File: src/rtl/prm_edge_mask_accum.sv
// Accumulates PRM obstacle-checker edge_mask results into a per-edge blocked bitmap,
// then drains free edge indices in ascending order. Optional free counter: PRM_EDGE_CNT_EN.
module prm_edge_mask_accum #(
  parameter int EDGE_NUM = 64,
  parameter int EDGE_AW  = 6
) (
  input  logic               CLK,
  input  logic               RST_n,
  input  logic               start,
  input  logic               in_valid,
  output logic               in_ready,
  input  logic [14:0]        in_code,
  input  logic [EDGE_AW-1:0] in_edge,
  input  logic               in_last,
  output logic [14:0]        chk_code,
  input  logic               chk_mask,
  output logic               out_valid,
  input  logic               out_ready,
  output logic [EDGE_AW-1:0] out_edge,
  output logic               busy,
  output logic               done,
  output logic               err_range,
  output logic [EDGE_AW:0]   free_cnt,
  output logic [2:0]         dbg_state
);

  // Handshakes: a transfer happens on a rising edge where valid && ready.
  // in_ready is high only in SCAN; out_valid/out_edge hold stable until out_ready.
  typedef enum logic [2:0] {
    S_IDLE  = 3'd0,
    S_SCAN  = 3'd1,
    S_FLUSH = 3'd2,
    S_DRAIN = 3'd3,
    S_DONE  = 3'd4
  } state_t;

  localparam logic [EDGE_AW:0]   EDGE_LIM = (EDGE_AW+1)'(EDGE_NUM);
  localparam logic [EDGE_AW-1:0] IDX_LAST = EDGE_AW'(EDGE_NUM - 1);

  state_t                state_q, state_d;
  logic [EDGE_AW-1:0]    edge_q;
  logic                  vld_q;
  logic [EDGE_NUM-1:0]   blocked;
  logic [EDGE_AW-1:0]    idx;
  logic                  cur_blk;
  logic                  idx_adv;
  logic                  idx_last;
  logic                  edge_ok;
  logic                  start_ok;

  assign idx_last  = (idx == IDX_LAST);
  assign edge_ok   = ({1'b0, edge_q} < EDGE_LIM);
  assign start_ok  = (state_q == S_IDLE) && start;
  assign out_edge  = idx;
  assign dbg_state = state_q;

  always_comb begin
    cur_blk = 1'b0;
    for (int i = 0; i < EDGE_NUM; i++) begin
      if (idx == EDGE_AW'(i)) cur_blk = blocked[i];
    end
  end

  always_comb begin
    state_d   = state_q;
    in_ready  = 1'b0;
    out_valid = 1'b0;
    busy      = 1'b1;
    done      = 1'b0;
    idx_adv   = 1'b0;
    case (state_q)
      S_IDLE: begin
        busy = 1'b0;
        if (start) state_d = S_SCAN;
      end
      S_SCAN: begin
        in_ready = 1'b1;
        if (in_valid && in_last) state_d = S_FLUSH;
      end
      S_FLUSH: state_d = S_DRAIN;
      S_DRAIN: begin
        out_valid = !cur_blk;
        if (cur_blk || out_ready) begin
          idx_adv = 1'b1;
          if (idx_last) state_d = S_DONE;
        end
      end
      S_DONE: begin
        done    = 1'b1;
        state_d = S_IDLE;
      end
      default: state_d = S_IDLE;
    endcase
  end

  always_ff @(posedge CLK or negedge RST_n) begin
    if (!RST_n) begin
      state_q   <= S_IDLE;
      chk_code  <= '0;
      edge_q    <= '0;
      vld_q     <= 1'b0;
      blocked   <= '0;
      err_range <= 1'b0;
      idx       <= '0;
    end else begin
      state_q <= state_d;
      vld_q   <= in_valid && in_ready;
      if (in_valid && in_ready) begin
        chk_code <= in_code;
        edge_q   <= in_edge;
      end
      // The checker answers combinationally from chk_code, so the mask for
      // the word accepted last cycle is committed now (also covers FLUSH).
      if (start_ok) begin
        blocked   <= '0;
        err_range <= 1'b0;
      end else if (vld_q) begin
        if (edge_ok) begin
          for (int i = 0; i < EDGE_NUM; i++) begin
            if (edge_q == EDGE_AW'(i)) blocked[i] <= blocked[i] | chk_mask;
          end
        end else begin
          err_range <= 1'b1;
        end
      end
      if (state_q == S_FLUSH) idx <= '0;
      else if (idx_adv && !idx_last) idx <= idx + 1'b1;
    end
  end

`ifdef PRM_EDGE_CNT_EN
  logic [EDGE_AW:0] cnt_q;

  always_ff @(posedge CLK or negedge RST_n) begin
    if (!RST_n) begin
      cnt_q    <= '0;
      free_cnt <= '0;
    end else begin
      if (start_ok) cnt_q <= '0;
      else if (out_valid && out_ready) cnt_q <= cnt_q + 1'b1;
      if (state_q == S_DONE) free_cnt <= cnt_q;
    end
  end
`else
  assign free_cnt = '0;
`endif

endmodule

File: config.mk
export PLATFORM = sky130hd
export DESIGN_NAME = prm_edge_mask_accum
export DESIGN_NICKNAME = d
export VERILOG_FILES = /design/src/rtl/prm_edge_mask_accum.sv
export SDC_FILE = /design/constraint.sdc
export NUM_CORES = 1
export LEC_CHECK = 0
export CAP_MARGIN = 5
export CELL_PAD_IN_SITES_DETAIL_PLACEMENT = 1
export CELL_PAD_IN_SITES_GLOBAL_PLACEMENT = 1
export CORE_MARGIN = 8
export CORE_UTILIZATION = 46
export DETAILED_ROUTE_END_ITERATION = 8
export PLACE_DENSITY_LB_ADDON = 0.25
export SLEW_MARGIN = 20
export SYNTH_ARGS = -nofsm -noshare
export SYNTH_HDL_FRONTEND = slang
export SYNTH_SLANG_ARGS = --single-unit
File: constraint.sdc
create_clock -name CLK -period 7.4 [get_ports CLK]
set_clock_uncertainty 0.1 [all_clocks]
set_input_delay 0.74 -clock CLK [delete_from_list [all_inputs] [get_ports CLK]]
set_output_delay 0.74 -clock CLK [all_outputs]
set_load 0.01 [all_outputs]
==> metrics, run 1 <==
fin worst setup slack=2488 ps; EDFF count, synth=0; vias in the first global route=4716; clk sinks=95; # DRC=0; Clock Path Buffers=2; clk slew on worst S/H paths=100 ps; Fin. Hold Viols=0; Core Region=10750 um^2; largest net degree at the start of global routing=67; # fillers=1262; initial antenna violation count=0; vias after detailed routing=4422; Die Wd=120.6 um; Async SR Flop Fraction=100.0%; GRT Util Overall=22.70%; die height=120.6 um; Final Max Slew Viols=0; port bufs=55; final design instance area without fill=5778 um^2; max cap viols=0; Yosys reg bits=95; Tcrit/Tclk final=66.37%; Worst Max-Slew Pin Slew=1022 ps; Netlist cell types=64; Mapped Avg Cell Area=8.991 um^2; area occupied by multi-input gates=2391 um^2; Lkg Pwr=2.473 nW; Place WS=2938 ps; VDD IR-drop max=0.0002548 V; Setup-failing EPs final=0; post-synthesis cell count=560; DIE AREA=14550 um^2; Critical Path AT=4070 ps; sequential-to-total area share from yosys stat=47.22%; First-pass DRT Iterations=5; Sw Ratio=44.52%; antenna-violating nets left=0; Final HPWL DP=11500 um; Gate power share=47.2%; Post-Place Cell Area=5597 um^2; commonest non-fill, non-tap cell in the layout=nor2_1; FF+latch area=2377 um^2; vias per std cell=6.016; setup_tns=0 ps; CTS tree=built; grt ovf=0; R2R depth=11; crit-path max FO=20; Pint=1.331 mW; CTS resizes=0; RSZ-0062 raised after global routing=no; PwrDens=415.2 nW/um^2; most frequent cells in the layout=nor2_1 (98), dfrtp_1 (95), a21oi_1 (75), clkdlybuf4s50_1 (54), nand2_1 (32); NetSw=1.068 mW; Worst-Skew Late Latency=380 ps; num ports=64; Synth Warn #=0; Routed WL=15930 um; total CTS buffers=9; maximum clock frequency=0.2036 GHz; # nets final=622; Crit. End Element=output pin; drt wl/cell=21.67 um; row cnt=38; hold crit path type=in -> async; crit path time final=4912 ps; First DRT Iteration DRCs=359; smallest hold slack=174.4 ps; Post-CTS Hold Buffers=0; H-tree levels=3; status=completed; total power=2.399 mW; critical path class=reg -> out; top_reg_cell synth=dfrtp_1; global-route wire length before repair=25900 um; Reg power frac=39.2%; Clk pwr share=13.6%; crit path launch type=flip-flop; gpl congestion=0.8980; layout cell share with drive strength beyond 1=9.412%; clk root buf=clkbuf_8; Relative slew margins=31.89%; initial core utilization=46.86%; Netlist Area Pre-Place=5035 um^2; n_diodes=0; Area Overhead vs Synth=14.76%; WP data required=6560 ps; Setup Buffers After CTS=0
synthesized netlist by cell type (all sizes together) (4+ instances only):
cell	count	area [um^2]
nor3	10	55.05
clkbuf	23	86.33
nor2	99	371.6
o211ai	7	52.55
nor2b	12	75.07
o31ai	5	37.54
a31oi	10	62.56
ha	4	50.05
nand3b	4	30.03
buf	28	168.9
and3	4	25.02
a21oi	75	375.4
a211oi	4	30.03
and2	4	25.02
o21a	4	30.03
dfrtp	95	2377
nand2b	16	100.1
inv	12	45.04
a221oi	5	43.79
o21ai	12	60.06
nand3	14	75.07
nor4	4	25.02
nand2	32	120.1
mux2	21	236.5
registers in the layout, summed over array words and instances, names as in the netlist:
| name | count |
|---|---|
| blocked | 64 |
| chk_code | 15 |
| dbg_state | 3 |
| edge_q | 6 |
| out_edge | 6 |
| vld_q | 1 |
final cells by class:
type,instances,area share [%]
inverter,12,0.7796
clock buffer,10,2.382
multi-input combinational,409,41.38
sequential,95,41.14
tap,140,3.032
timing repair buffer,63,10.52
clock inverter,6,0.7579
per-stage QoR:
stage | cells | utilization, %
after floorplan | 567 | -
after global placement | 719 | 52.08
after detailed placement | 719 | 52.08
after CTS | 735 | 53.77
after global routing | 735 | 53.77
final | 735 | 53.77
power groups by stage:
| stage | sequential, mW | combinational, mW | clock [mW] |
|---|---|---|---|
| 6_report | 0.939 | 1.13 | 0.327 |
| 3_5_place_dp | 0.945 | 1.12 | 0 |
| 2_1_floorplan | 0.864 | 0.767 | 0 |
| 4_1_cts | 0.937 | 1.13 | 0.336 |
| 5_1_grt | 0.965 | 1.24 | 0.356 |
| 3_3_place_gp | 0.929 | 1.09 | 0 |
final timing paths:
kind,start,endpoint,slack (ps)
worst max-delay path,out_edge[1],out_valid,2490
worst min-delay path,RST_n,out_edge[4],170
worst max register to register,out_edge[0],out_edge[5],3860
worst min register to register,blocked[30],blocked[30],400
max in group asynchronous,RST_n,blocked[29],5850
min in group CLK,blocked[30],blocked[30],400
layer usage:
| metal | routed length, um | track usage, % |
|---|---|---|
| met5 | 0 | 0 |
| met4 | 302 | 8.041 |
| met3 | 852 | 4.709 |
| met2 | 7876 | 37.37 |
| met1 | 6899 | 29.00 |
critical path: stages, from the launching register on:
cell             delay [ps]
dfrtp_1                 470
inv_1                   120
ha_1                    650
nand2b_1                180
o221a_2                 280
o22ai_1                 320
a2111oi_0               180
a21oi_1                 240
nand3_1                 100
o211ai_1                340
nand2_1                 150
nor2_1                  110
clkdlybuf4s50_1         540
kinds of logic after synthesis:
family	count (synthesis)	synth area share, %
AO/OA/AOI/OAI	164	21.12
adder cells (fa/ha/maj)	4	0.9941
multiplexers	21	4.697
buffers and inverters	63	5.964
other	1	0.07448
flip-flops	95	47.22
AND/OR/NAND/NOR	212	19.93
No activity file was read; power rests on OpenSTA's default activity.
==> run 2, diff against run 1 <==
- CORE_UTILIZATION: 46 -> 38
- clock period: 7.4 -> 4.4 ns (I/O delays scaled with it)
==> metrics, run 2 (synthesized netlist as in run 1, its figures left out) <==
clk root buf=clkbuf_16; # DRC=0; commonest non-fill, non-tap cell in the layout=nor2_1; Area Overhead vs Synth=19.76%; WP data required=3860 ps; Tcrit/Tclk final=95.38%; Critical Path AT=3660 ps; Relative slew margins=29.22%; max FFs per register=64; max cap viols=0; Die Wd=131.1 um; crit path time final=4197 ps; num ports=64; Post-CTS Hold Buffers=0; Lkg Pwr=2.570 nW; top sig layer=met4; DIE AREA=17190 um^2; setup_tns=0 ps; vias in the first global route=4735; Final Max Slew Viols=0; antenna-violating nets left=0; drt wl/cell=21.48 um; Core Region=13090 um^2; smallest hold slack=31.52 ps; Routed WL=16720 um; status=completed; WL met3=771 um; most frequent cells in the layout=nor2_1 (98), dfrtp_1 (93), a21oi_1 (75), clkdlybuf4s50_1 (54), nand2_1 (32); initial core utilization=38.48%; Crit. End Element=output pin; First DRT Iteration DRCs=334; Final HPWL DP=12280 um; # nets final=630; crit-path max FO=11; layout cell share with drive strength beyond 1=11.30%; wl on met1=7592 um; Fin. Hold Viols=0; hold crit path type=in -> async; initial antenna violation count=0; global-route wire length before repair=27080 um; row cnt=42; Worst Max-Slew Pin Slew=1062 ps; CTS tree=built; clk sinks=95; critical path's most frequent cell=a311o_1; maximum clock frequency=0.2383 GHz; First-pass DRT Iterations=5; cell-by-cell trace of the critical path=inv_1 > ha_2 > buf_4 > a221oi_1 > nor4_1 > a311o_1 > a32oi_1 > a311o_1 > nand3_1 > o211ai_1 > nand2_1 > nor2_1 > clkdlybuf4s50_1; PwrDens=734.7 nW/um^2; critical path class=reg -> out; vias after detailed routing=4494; n_diodes=0; clk slew on worst S/H paths=70 ps; Worst-Skew Late Latency=350 ps; H-tree levels=3; vias per std cell=5.776; CP max stage delay=550 ps; Routed met2 length=7911 um; Crit-path slowest cell=clkdlybuf4s50_1; Clock Path Buffers=2; largest registers=blocked x64, chk_code x15; VDD IR-drop max=0.0003508 V; gpl congestion=0.9145; Setup-failing EPs final=0; GRT Util Overall=19.62%; die height=131.1 um; grt ovf=0; port bufs=55; RSZ-0062 raised after global routing=no; crit path launch type=flip-flop; largest net degree at the start of global routing=65; Biggest register=blocked; total CTS buffers=9
-- run 2: final timing paths --
path	cells past startpoint	start	endpoint	slack, ps
worst max register to register	11	out_edge[0]	out_edge[5]	1070
worst min-delay path	1	RST_n	chk_code[1]	30
min in group CLK	2	blocked[49]	blocked[49]	400
max in group asynchronous	2	RST_n	out_edge[1]	3110
worst min register to register	2	blocked[49]	blocked[49]	400
worst max-delay path	13	out_edge[1]	out_valid	200
-- run 2: critical path: cells and delay by family (launching register included) --
family / cells / cell delay, ps
flops: 1 / 420
compound gates: 5 / 1400
simple gates: 4 / 400
fa+ha+maj: 1 / 240
buf+inv: 3 / 840
-- run 2: cell type report --
cell class	instances	area (um^2)
Fill cell	1518	7056
Multi-Input combinational cell	409	2399
Sequential cell	95	2380
Timing Repair Buffer	71	680.7
Clock buffer	11	252.7
Tap cell	176	220.2
Clock inverter	4	52.55
Inverter	12	45.04
-- run 2: what timing repair did --
item / in CTS / in global routing
pin swaps: 1 / 0
resized for setup: 1 / 4
setup buffers: 1 / 0
hold endpoints to repair: 0 / 0
endpoints found under the setup margin: 1 / 1
-- run 2: routing by layer --
layer	track usage (%)	vias up
met1	25.88	2290
met5	0	-
li1	-	2041
met3	3.430	26
met4	8.393	0
met2	31.03	137
-- run 2: power by group --
part | internal [mW] | switching [mW]
sequential | 1.23 | 0.381
clock | 0.472 | 0.347
combinational | 0.867 | 1.14
-- run 2: metrics by stage --
step | utilization (%) | instances | cell area, um^2 | total power, mW | setup WS (ps)
2_1_floorplan | - | 567 | 5061 | 2.743 | 1279
3_3_place_gp | 43.61 | 762 | 5707 | 3.537 | 403.1
3_5_place_dp | 43.61 | 762 | 5707 | 3.579 | 329.1
4_1_cts | 46.02 | 778 | 6022 | 4.435 | 85.36
5_1_grt | 46.08 | 778 | 6030 | 4.718 | 13.99
6_report | 46.08 | 778 | 6030 | 4.430 | 203.4
